<file path="src/rtl/sync_frame_pkg.sv">
// Shared types and default constants for the sync-frame serializer.
// The receiver side uses the same sync pattern.
package sync_frame_pkg;

  typedef enum logic [1:0] {
    IDLE   = 2'd0,
    SYNC   = 2'd1,
    DATA   = 2'd2,
    PARITY = 2'd3
  } state_t;

  localparam int                      SYNC_LEN_DEF = 4;
  localparam logic [SYNC_LEN_DEF-1:0] SYNC_PAT_DEF = 4'b1010;
  localparam int                      DATA_W_DEF   = 8;

endpackage

</file>
<file path="src/rtl/piso_shift_reg.sv">
// Parallel-load shift register that emits its word MSB first.
// The current serial bit is always the register MSB.
module piso_shift_reg #(
  parameter int W = 8
) (
  input  logic         clk,
  input  logic         rst,
  input  logic         load,
  input  logic         shift,
  input  logic [W-1:0] din,
  output logic         msb
);

  logic [W-1:0] sr_q;

  // NOTE: sequential state uses non-blocking assignments so every register samples pre-edge values.
  always_ff @(posedge clk) begin
    if (!rst) begin
      sr_q <= '0;
    end else if (load) begin
      sr_q <= din;
    end else if (shift) begin
      sr_q <= sr_q << 1;
    end
  end

  assign msb = sr_q[W-1];

endmodule

</file>
<file path="src/rtl/sync_frame_serializer.sv">
// Serializes parallel words into frames: sync pattern, data MSB first, optional parity.
// All line outputs are registered from the next-state view, so the first sync bit follows acceptance by one cycle.
module sync_frame_serializer
  import sync_frame_pkg::*;
#(
  parameter int                  DATA_W     = DATA_W_DEF,
  parameter int                  SYNC_LEN   = SYNC_LEN_DEF,
  parameter logic [SYNC_LEN-1:0] SYNC_PAT   = SYNC_PAT_DEF,
  parameter bit                  PARITY_EN  = 1'b1,
  parameter bit                  PARITY_ODD = 1'b0
) (
  input  logic              clk,
  input  logic              rst,
  input  logic [DATA_W-1:0] data_in,
  input  logic              in_valid,
  output logic              in_ready,
  output logic              data_out,
  output logic              out_valid,
  output logic              frame_done
);

  localparam int MAX_LEN = (SYNC_LEN > DATA_W) ? SYNC_LEN : DATA_W;
  localparam int CNT_W   = (MAX_LEN > 1) ? $clog2(MAX_LEN) : 1;

  localparam logic [CNT_W-1:0] SYNC_LAST = CNT_W'(SYNC_LEN - 1);
  localparam logic [CNT_W-1:0] DATA_LAST = CNT_W'(DATA_W - 1);

  state_t           state_q, state_d;
  logic [CNT_W-1:0] cnt_q, cnt_d;
  logic             parity_q;
  logic             last_bit;
  logic             accept;
  logic             shift_msb;
  logic             sync_bit;
  logic             data_d;
  logic             frame_done_d;

  // The cycle carrying the final frame bit doubles as an accept slot for back-to-back frames.
  assign last_bit = (state_q == PARITY) ||
                    (state_q == DATA && cnt_q == DATA_LAST && !PARITY_EN);
  assign in_ready = (state_q == IDLE) || last_bit;
  assign accept   = in_valid && in_ready;

  piso_shift_reg #(
    .W (DATA_W)
  ) u_piso (
    .clk   (clk),
    .rst   (rst),
    .load  (accept),
    .shift (state_d == DATA),
    .din   (data_in),
    .msb   (shift_msb)
  );

  // NOTE: every always_comb output gets a default first, so no path can infer a latch.
  always_comb begin
    state_d = state_q;
    cnt_d   = cnt_q;
    if (last_bit) begin
      state_d = accept ? SYNC : IDLE;
      cnt_d   = '0;
    end else begin
      case (state_q)
        IDLE: begin
          if (accept) begin
            state_d = SYNC;
            cnt_d   = '0;
          end
        end
        SYNC: begin
          if (cnt_q == SYNC_LAST) begin
            state_d = DATA;
            cnt_d   = '0;
          end else begin
            cnt_d = cnt_q + CNT_W'(1);
          end
        end
        DATA: begin
          if (cnt_q == DATA_LAST) begin
            state_d = PARITY;
            cnt_d   = '0;
          end else begin
            cnt_d = cnt_q + CNT_W'(1);
          end
        end
        default: begin
          state_d = IDLE;
          cnt_d   = '0;
        end
      endcase
    end
  end

  // Line value for the bit that will be on data_out after the coming edge.
  always_comb begin
    sync_bit = 1'b0;
    for (int i = 0; i < SYNC_LEN; i++) begin
      if (cnt_d == CNT_W'(SYNC_LEN - 1 - i)) sync_bit = SYNC_PAT[i];
    end
    case (state_d)
      SYNC:    data_d = sync_bit;
      DATA:    data_d = shift_msb;
      PARITY:  data_d = parity_q;
      default: data_d = 1'b0;
    endcase
    frame_done_d = (state_d == PARITY) ||
                   (state_d == DATA && cnt_d == DATA_LAST && !PARITY_EN);
  end

  always_ff @(posedge clk) begin
    if (!rst) begin
      state_q    <= IDLE;
      cnt_q      <= '0;
      parity_q   <= 1'b0;
      data_out   <= 1'b0;
      out_valid  <= 1'b0;
      frame_done <= 1'b0;
    end else begin
      state_q    <= state_d;
      cnt_q      <= cnt_d;
      data_out   <= data_d;
      out_valid  <= (state_d != IDLE);
      frame_done <= frame_done_d;
      if (accept) parity_q <= (^data_in) ^ PARITY_ODD;
    end
  end

endmodule

</file>
<file path="config.mk">
export PLATFORM = sky130hd
export DESIGN_NAME = sync_frame_serializer
export DESIGN_NICKNAME = d
export VERILOG_FILES = /design/src/rtl/sync_frame_pkg.sv /design/src/rtl/piso_shift_reg.sv /design/src/rtl/sync_frame_serializer.sv
export SDC_FILE = /design/constraint.sdc
export NUM_CORES = 1
export LEC_CHECK = 0
export BUFFER_PORTS_ARGS = -buffer_cell sky130_fd_sc_hd__buf_2
export CORE_MARGIN = 1
export CORE_UTILIZATION = 30
export DETAILED_ROUTE_END_ITERATION = 10
export SLEW_MARGIN = 30
export SYNTH_ARGS = -nofsm -noshare
export SYNTH_HDL_FRONTEND = slang
export SYNTH_SLANG_ARGS = --single-unit
export TNS_END_PERCENT = 1
</file>
<file path="constraint.sdc">
create_clock -name clk -period 2 [get_ports clk]
set_input_delay 0.2 -clock clk [delete_from_list [all_inputs] [get_ports clk]]
set_output_delay 0.2 -clock clk [all_outputs]
set_load 0.02 [all_outputs]
</file>
-- Yosys cells after proc, flatten, opt, wreduce, memory -nomap -nowiden
Index checks and enable logic that the tools add are counted.
- add/sub/neg operators: 1
- eq/ne operators: 10
- multiplexer cells: 17
- reduce and logical (&&, ||, !) cells: 7
- operator list (cell ; count):
    $mux W8 ; 2
    $mux W3 ; 4
    $pmux W3 S3 ; 1
    $eq A2 B2 Y1 const B ; 4
    $mux W2 ; 4
    $reduce_xor A8 Y1 ; 1
    $eq A3 B2 Y1 const B ; 2
    $pmux W2 S3 ; 1
    $eq A2 B1 Y1 const B ; 2
    $mux W1 ; 4
    $reduce_bool A2 Y1 ; 2
    $add A3 B1 Y3 const B ; 1
    $eq A3 B1 Y1 const B ; 1
    $eq A3 B3 Y1 const B ; 1
    $logic_not A3 Y1 ; 1
    $pmux W1 S3 ; 1
    $logic_not A2 Y1 ; 1
    $logic_and A1 B1 Y1 ; 1
    $logic_or A1 B1 Y1 ; 1
- bits in registers: 17
- bits of input ports: 11
- output and inout port bits: 4
- word-level logic and storage cells: 42

-- Depth between registers and ports, before layout
Gate-level depths: netlist (run 1).
- depth after elaboration: 11
- mapped depth: 9

-- By module
Synthesis (run 1) repeated with hierarchy kept, for this count alone.
- cell total of the unflattened synthesis: 100
- area, all modules: 1013.5 um^2
- by module, submodules not included (module ; times used ; cells an instance ; area an instance (um^2) ; sequential area each (um^2)):
    sync_frame_serializer ; 1 ; 65 ; 594.3 ; 180.2
    piso_shift_reg ; 1 ; 35 ; 419.2 ; 160.2

-- Least setup slack after synthesis (run 1)
OpenSTA, ideal clock, no wires.
- path type: reg2reg
- start point: reg state_q[0]
- end point: reg u_piso.sr_q[2]
- library setup time: 0.091 ns
- arrival: 1.944 ns
- data required time: 1.909 ns
- setup slack: -0.035 ns
- cell stages (with the launch flop): 9
- buffers on the path: 2
- path through: dfxtp_1 inv_1 ha_1 nand2b_4 buf_6 a311o_2 a31o_4 buf_6 a311oi_1
- longest elaborated chain between the ends: 8
- elaborated cells on any way between the ends: 15
- RTL lines (element ; RTL line ; RTL):
    from (decl) ; sync_frame_serializer.sv:28 ; state_t state_q, state_d;
    from (signal assigned) ; sync_frame_serializer.sv:119 ; state_q <= state_d;
    $eq A2 B2 Y1 or $logic_not A2 Y1 (tied branches) ; sync_frame_serializer.sv:39, sync_frame_serializer.sv:41, sync_frame_serializer.sv:63 ;
    $logic_or A1 B1 Y1 ; sync_frame_serializer.sv:41 ; assign in_ready = (state_q == IDLE) || last_bit;
    $logic_and A1 B1 Y1 ; sync_frame_serializer.sv:42 ; assign accept = in_valid && in_ready;
    $mux W2 ; sync_frame_serializer.sv:65 ; if (accept) begin
    $pmux W2 S3 ; sync_frame_serializer.sv:63 ; case (state_q)
    $mux W2 ; sync_frame_serializer.sv:59 ; if (last_bit) begin
    $eq A2 B2 Y1 ; sync_frame_serializer.sv:50 ; .shift (state_d == DATA),
    $reduce_bool A2 Y1 (no source line) ; -- ;
    to (signal assigned) ; piso_shift_reg.sv:21 ; sr_q <= din;
    to (signal assigned) ; piso_shift_reg.sv:23 ; sr_q <= sr_q << 1;
    to (decl) ; piso_shift_reg.sv:14 ; logic [W-1:0] sr_q;
Several ways; a longest one is shown, not always the timed one.
A chain may end at the register's enable or synchronous reset.

-- Worst setup path in the final report (run 1)
- start point: reg cnt_q[0]
- end point: reg u_piso.sr_q[5]
- longest elaborated chain between the ends: 6
- elaborated cells on any way between the ends: 8
- RTL lines (element ; RTL line ; RTL):
    from (decl) ; sync_frame_serializer.sv:29 ; logic [CNT_W-1:0] cnt_q, cnt_d;
    from (signal assigned) ; sync_frame_serializer.sv:120 ; cnt_q <= cnt_d;
    $eq A3 B3 Y1 or $eq A3 B2 Y1 (tied branches) ; sync_frame_serializer.sv:79, sync_frame_serializer.sv:71 ;
    $mux W2, on equally long branches ; sync_frame_serializer.sv:79, sync_frame_serializer.sv:71 ;
    $pmux W2 S3 * ; sync_frame_serializer.sv:63 ;
    $mux W2 * ; sync_frame_serializer.sv:59 ;
    $eq A2 B2 Y1 * ; sync_frame_serializer.sv:50 ;
    $reduce_bool A2 Y1 (no source line) * ; -- ;
Every way passes the cells marked *; elsewhere a longest branch is shown, timed or not.

==> results of run 1 <==
[kinds of logic after synthesis]
group / Yosys count / synth area share, %
xor gates and xnor gates: 7 / 6.30
adders and majority gates: 8 / 10.3
buffers and inverters: 11 / 6.68
AOI/OAI and AO/OA: 27 / 19.9
muxes: 1 / 1.16
DFF: 17 / 35.0
and+or+nand+nor: 43 / 20.7
[area by class of cell]
type | count | area (µm²) | share of cell area (%)
clock buffers | 4 | 26.3 | 2.13
inverters | 7 | 26.3 | 2.13
multi-input cells | 87 | 658 | 53.3
flip-flops and latches | 17 | 347 | 28.1
well taps | 44 | 55.1 | 4.46
repair buffers | 21 | 123 | 9.93
[registers in the layout, summed over array words and instances (netlist names)]
| name | cells |
|---|---|
| u_piso.sr_q | 8 |
| cnt_q | 3 |
| state_q | 2 |
| data_out | 1 |
| frame_done | 1 |
| out_valid | 1 |
| parity_q | 1 |
[final timing paths]
check	to	start	slack, ns
min	u_piso.sr_q[0]$_SDFFE_PN0P_	data_in[0]	0.14
min reg2reg	cnt_q[1]$_SDFF_PN0_	cnt_q[1]$_SDFF_PN0_	0.48
max	u_piso.sr_q[5]$_SDFFE_PN0P_	cnt_q[0]$_SDFF_PN0_	0.05
max reg2reg	u_piso.sr_q[5]$_SDFFE_PN0P_	cnt_q[0]$_SDFF_PN0_	0.05
[power groups by stage]
stage	Sequential, mW	Combinational [mW]	Clock (mW)
floorplan	0.392	0.138	0
global placement	0.387	0.194	0
detailed placement	0.388	0.196	0
CTS	0.381	0.197	0.203
global route	0.382	0.263	0.215
finish	0.379	0.241	0.201
[layout by cell type (no fill, tap or decap), drive strengths merged]
cell,n
a31oi,1
or2b,1
a311o,1
a21o,1
a311oi,6
a31o,2
and2b,1
o31ai,1
nor3,2
buf,21
inv,7
nand2b,3
o21ai,4
ha,8
a211oi,2
clkbuf,4
a22oi,1
xnor2,7
nor2,14
mux2,1
nand2,18
nand4,2
dfxtp,17
a21oi,8
a211o,1
and2,2
[timing repair]
| item | CTS | global route |
|---|---|---|
| setup buffers | 0 | 2 |
| endpoints found under the setup margin | 0 | 10 |
| gates resized for setup | 0 | 17 |
[metal layers]
layer / global-route usage, % / up-vias / part of all wire (%) / wire length (µm)
met1: 15.5 / 405 / 45 / 1020
li1: - / 441 / - / -
met5: 0 / - / 0 / 0
met4: 9.18 / 0 / 2.8 / 63
met3: 1.32 / 5 / 2.5 / 57
met2: 22.4 / 25 / 50 / 1130
[through the flow]
| stage | setup TNS [ns] | area, µm² |
|---|---|---|
| 6_report | 0 | 1230 |
| 5_1_grt | -0.0411 | 1230 |
| 3_3_place_gp | 0 | 1100 |
| 4_1_cts | 0 | 1130 |
| 2_1_floorplan | 0 | 976 |
| 3_5_place_dp | 0 | 1100 |
[critical path: stages (launching register included)]
cell      delay [ns]
dfxtp_1         0.33
ha_2            0.20
ha_1            0.21
or2b_4          0.27
a211o_1         0.35
a31o_4          0.30
a311oi_2        0.21
==> results_dict.tcl, run 1 <==
set metrics [dict create \
    p_clk_share_pct 24.5 \
    cp.required_ns 2.23 \
    p_total_uw 822 \
    initial_core_util_pct 31.6 \
    cts_tree "yes" \
    diodes 0 \
    final_nets 156 \
    syn_inst 114 \
    seqPwrFrac_pct 46.2 \
    finalWorstSetupSlack_ns 0.0521 \
    synth-seq-cells 17 \
    die_w_um 59.0 \
    dp_hpwl_mm 1.45 \
    insertion_delay_ns 0.31 \
    worstHoldPathType "input port to flip-flop" \
    seq_area_frac_synth_pct 35.0 \
    dr.pass1.iters 4 \
    antenna_found_initial 0 \
    design.core.area_um2 3080 \
    cts_buffers 3 \
    post-synth-top-count-cell "nand2_1" \
    drc_errors 0 \
    finalHoldViolCount 0 \
    die-area_um2 3480 \
    dieHeight_um 59.0 \
    track_usage_pct 13.2 \
    fin_crit_sh_pct 97.4 \
    yosys-top-cells-area "dfxtp_1, ha_1, nand2_1" \
    r2r_cells 6 \
    p_per_area_nw_per_um2 665 \
    grt_pass1_vias 793 \
    synth_common_cells "nand2_1, dfxtp_1, nor2_1, a21oi_1, ha_1" \
    clkTransAtPathRegs_ns 0.11 \
    grt_pass1_wl_mm 3.35 \
    p_leak_nw 0.492 \
    synth_area_leader_cell "dfxtp_1" \
    yosys.area.top_type_share_pct 35.0 \
    run_status "finished clean" \
    grt_overflow 0 \
    htree_levels 1 \
    crit_path_end_kind "flip-flop" \
    hold_slack_ns 0.140 \
    wl_per_cell_um 12.6 \
    intPower_uw 558 \
    maxCapViolations 0 \
    cts.sinks 17 \
    crit_type "flip-flop to flip-flop" \
    dr.first_iter.drc_count 27 \
    max_freq_mhz 513 \
    rows 20 \
    ctsRootBufferMaster "clkbuf_4" \
    syn-num-nets 133 \
    hold_depth 3 \
    fillers 316 \
    worst_pin_slew_ns 0.451 \
    setup_viol_count_final 0 \
    io_buffers 14 \
    relSlewSlack_pct 69.9 \
    io_pins 15 \
    postRouteAntennaNets 0 \
    clockBufferDepth 2 \
    route.vias.total 876 \
    vias_per_cell 4.87 \
    synth_edf_count 0 \
    skew_ns 0.00553 \
    place_inst 173 \
    gp_congestion 0.757 \
    syn_area_um2 973 \
    pre_cts_slack_ns 0.0571 \
    synthArstFlopShare_pct 0 \
    critical_path_arrival_ns 2.18 \
    synth_ff_type "dfxtp_1" \
    layout-drive-gt1-share_pct 35.3 \
    cts_hold_buf 0 \
    ys_types 28 \
    worst-path-max-fanout 7 \
    swShare_pct 32.1 \
    rsz0062_at_grt "yes" \
    slew_viol_final 0 \
    area_growth_pct 26.9 \
    grt_max_degree 15 \
    post-route-util_pct 40.1 \
    stdcell_count 180 \
    avgSynthCellArea_um2 8.54 \
    synth_warnings 0 \
    comb_power_share_pct 29.3 \
    wl_mm 2.27 \
    p_sw_uw 264 \
    peakVddDrop_mv 0.176 \
    period_minus_slack_ns 1.95 \
    critPathLaunchType "flip-flop" \
]
No activity file was read; power rests on OpenSTA's default activity.
==> run 2, diff against run 1 <==
Settings changed: REMOVE_ABC_BUFFERS from default to 1.
==> run 2 against run 1 <==
  * Die area did not move
  * Global-route usage down 1.1 points
  * Utilization fell by 0.89 points
  * Sequential power up 1%
  * Wire length fell by 8.5%
  * Clock skew grew 0.011 ns
  * Final cell count is 2.2% lower
  * Register-to-register slack about the same
==> results_dict.tcl, run 2 (synthesis gave the netlist of run 1 again) <==
set metrics [dict create \
    run_status "finished clean" \
    critical_path_arrival_ns 2.16 \
    crit_type "flip-flop to flip-flop" \
    design.core.area_um2 3080 \
    post_cts_buffers 0 \
    largest_register_ff_count 8 \
    pre_cts_slack_ns -0.0336 \
    cp_num_buf_inv 0 \
    grt_max_degree 15 \
    insertion_delay_ns 0.30 \
    crit_family "compound AO/OA/AOI/OAI gates" \
    finalWorstSetupSlack_ns 0.0641 \
    rsz0062_at_grt "yes" \
    crit_path_max_incr_delay_ns 0.35 \
    drc_errors 0 \
    cts_tree "yes" \
    hold_slack_ns 0.150 \
    dp_hpwl_mm 1.46 \
    die-area_um2 3480 \
    p_leak_nw 0.475 \
    final_nets 152 \
    grt_pass1_wl_mm 3.19 \
    critPathCapture "u_piso.sr_q[5]$_SDFFE_PN0P_" \
    track_usage_pct 12.1 \
    io_buffers 14 \
    initial_core_util_pct 31.6 \
    cts_buffers 3 \
    reg_top3 "u_piso.sr_q: 8 flops, cnt_q: 3 flops, state_q: 2 flops" \
    cts.sinks 17 \
    dr.first_iter.drc_count 40 \
    tns_ns 0 \
    layout_commonest_cell "nand2_1" \
    crit_chain "ha_4, ha_2, or2b_4, a211o_1, a31o_4, a311oi_2" \
    antenna_found_initial 0 \
    rows 20 \
    mostFrequentLayoutCells "nand2_1, dfxtp_1, buf_2" \
    fin_crit_sh_pct 96.8 \
    worst_pin_slew_ns 0.480 \
    critPathLaunch "cnt_q[0]$_SDFF_PN0_" \
    htree_levels 1 \
    die_w_um 59.0 \
    slew_viol_final 0 \
    setup_viol_count_final 0 \
    wl_per_cell_um 11.8 \
    dr.pass1.iters 4 \
    grt_pass1_vias 755 \
    period_minus_slack_ns 1.94 \
    area_growth_pct 24.0 \
    r2r-end "u_piso.sr_q[5]$_SDFFE_PN0P_" \
    clkTransAtPathRegs_ns 0.11 \
    layout-drive-gt1-share_pct 36.4 \
    clockBufferDepth 2 \
    post-route-util_pct 39.2 \
    io_pins 15 \
    wl_mm 2.08 \
    cp.depth 6 \
    max_freq_mhz 517 \
    gp_congestion 0.765 \
    p_per_area_nw_per_um2 652 \
    rrSetupSlack_ns 0.06 \
    p_total_uw 787 \
    dieHeight_um 59.0 \
    finalHoldViolCount 0 \
    regMostFlops "u_piso.sr_q" \
    crit_path_end_kind "flip-flop" \
    critPathLaunchType "flip-flop" \
    route.vias.total 851 \
    postRouteAntennaNets 0 \
    cp.required_ns 2.22 \
    skew_ns 0.0164 \
    relSlewSlack_pct 68.0 \
    worstReg2RegStart "cnt_q[0]$_SDFF_PN0_" \
    r2r_cells 6 \
    critical-path-slowest-cell "dfxtp_2" \
    peakVddDrop_mv 0.266 \
    grt_overflow 0 \
    maxCapViolations 0 \
    worstHoldPathType "input port to flip-flop" \
    vias_per_cell 4.84 \
    ctsRootBufferMaster "clkbuf_4" \
    diodes 0 \
    worst-path-max-fanout 7 \
]
==> run 2: changes by cell type in the layout (fill, tap and decap cells not counted), sizes merged <==
cell    before  now
buf         21   17
clkbuf       4    3
clkinv       0    1
==> run 2: where the power goes <==
part	internal (mW)	leakage, nW	switching [mW]
combinational	0.0967	0.317	0.122
clock	0.0745	0.0177	0.110
sequential	0.367	0.140	0.0170
total	0.539	0.475	0.249
==> run 2: repair_timing <==
action,CTS,global route
cloned,0,1
hold buffers,0,0
endpoints found under the setup margin,3,8
pin swaps,1,4
gates resized for setup,1,20
==> run 2: worst min path at each step <==
stage                         from                          end  slack (ns)  cells past startpoint
4_1_cts                 data_in[0]  u_piso.sr_q[0]$_SDFFE_PN0P_        0.15                      3
6_report                data_in[0]  u_piso.sr_q[0]$_SDFFE_PN0P_        0.15                      3
2_1_floorplan           data_in[0]  u_piso.sr_q[0]$_SDFFE_PN0P_        0.34                      2
3_5_place_dp   cnt_q[1]$_SDFF_PN0_          cnt_q[1]$_SDFF_PN0_        0.46                      2
3_3_place_gp   cnt_q[1]$_SDFF_PN0_          cnt_q[1]$_SDFF_PN0_        0.46                      2
5_1_grt                 data_in[0]  u_piso.sr_q[0]$_SDFFE_PN0P_        0.13                      3
==> run 2: stage by stage <==
step,instance area (µm²),instances
2_1_floorplan,935,110
3_3_place_gp,1080,171
3_5_place_dp,1080,171
4_1_cts,1110,175
5_1_grt,1210,176
6_report,1210,176
==> run 2: worst reg2reg max path: cells and delay by family, from the launching register on <==
family / cells / cell delay [ns]
adder cells (fa/ha/maj): 2 / 0.34
AND/OR/NAND/NOR: 1 / 0.27
AO/OA/AOI/OAI: 3 / 0.90
flip-flops: 1 / 0.35
==> run 2: layout make-up <==
cell class                      count  area, µm²
Clock buffer                        3       22.5
Tap cell                           44       55.1
Fill cell                         338       1870
Sequential cell                    17        343
Multi-Input combinational cell     87        663
Timing Repair Buffer               17       92.6
Inverter                            7       26.3
Clock inverter                      1       5.00
==> run 2: routing by layer <==
metal	wire length, µm	global-route usage [%]	vias up
met5	0	0	-
met4	11	2.04	0
met3	77	3.96	3
met2	1030	21.8	17
met1	965	14.1	395
li1	-	-	436
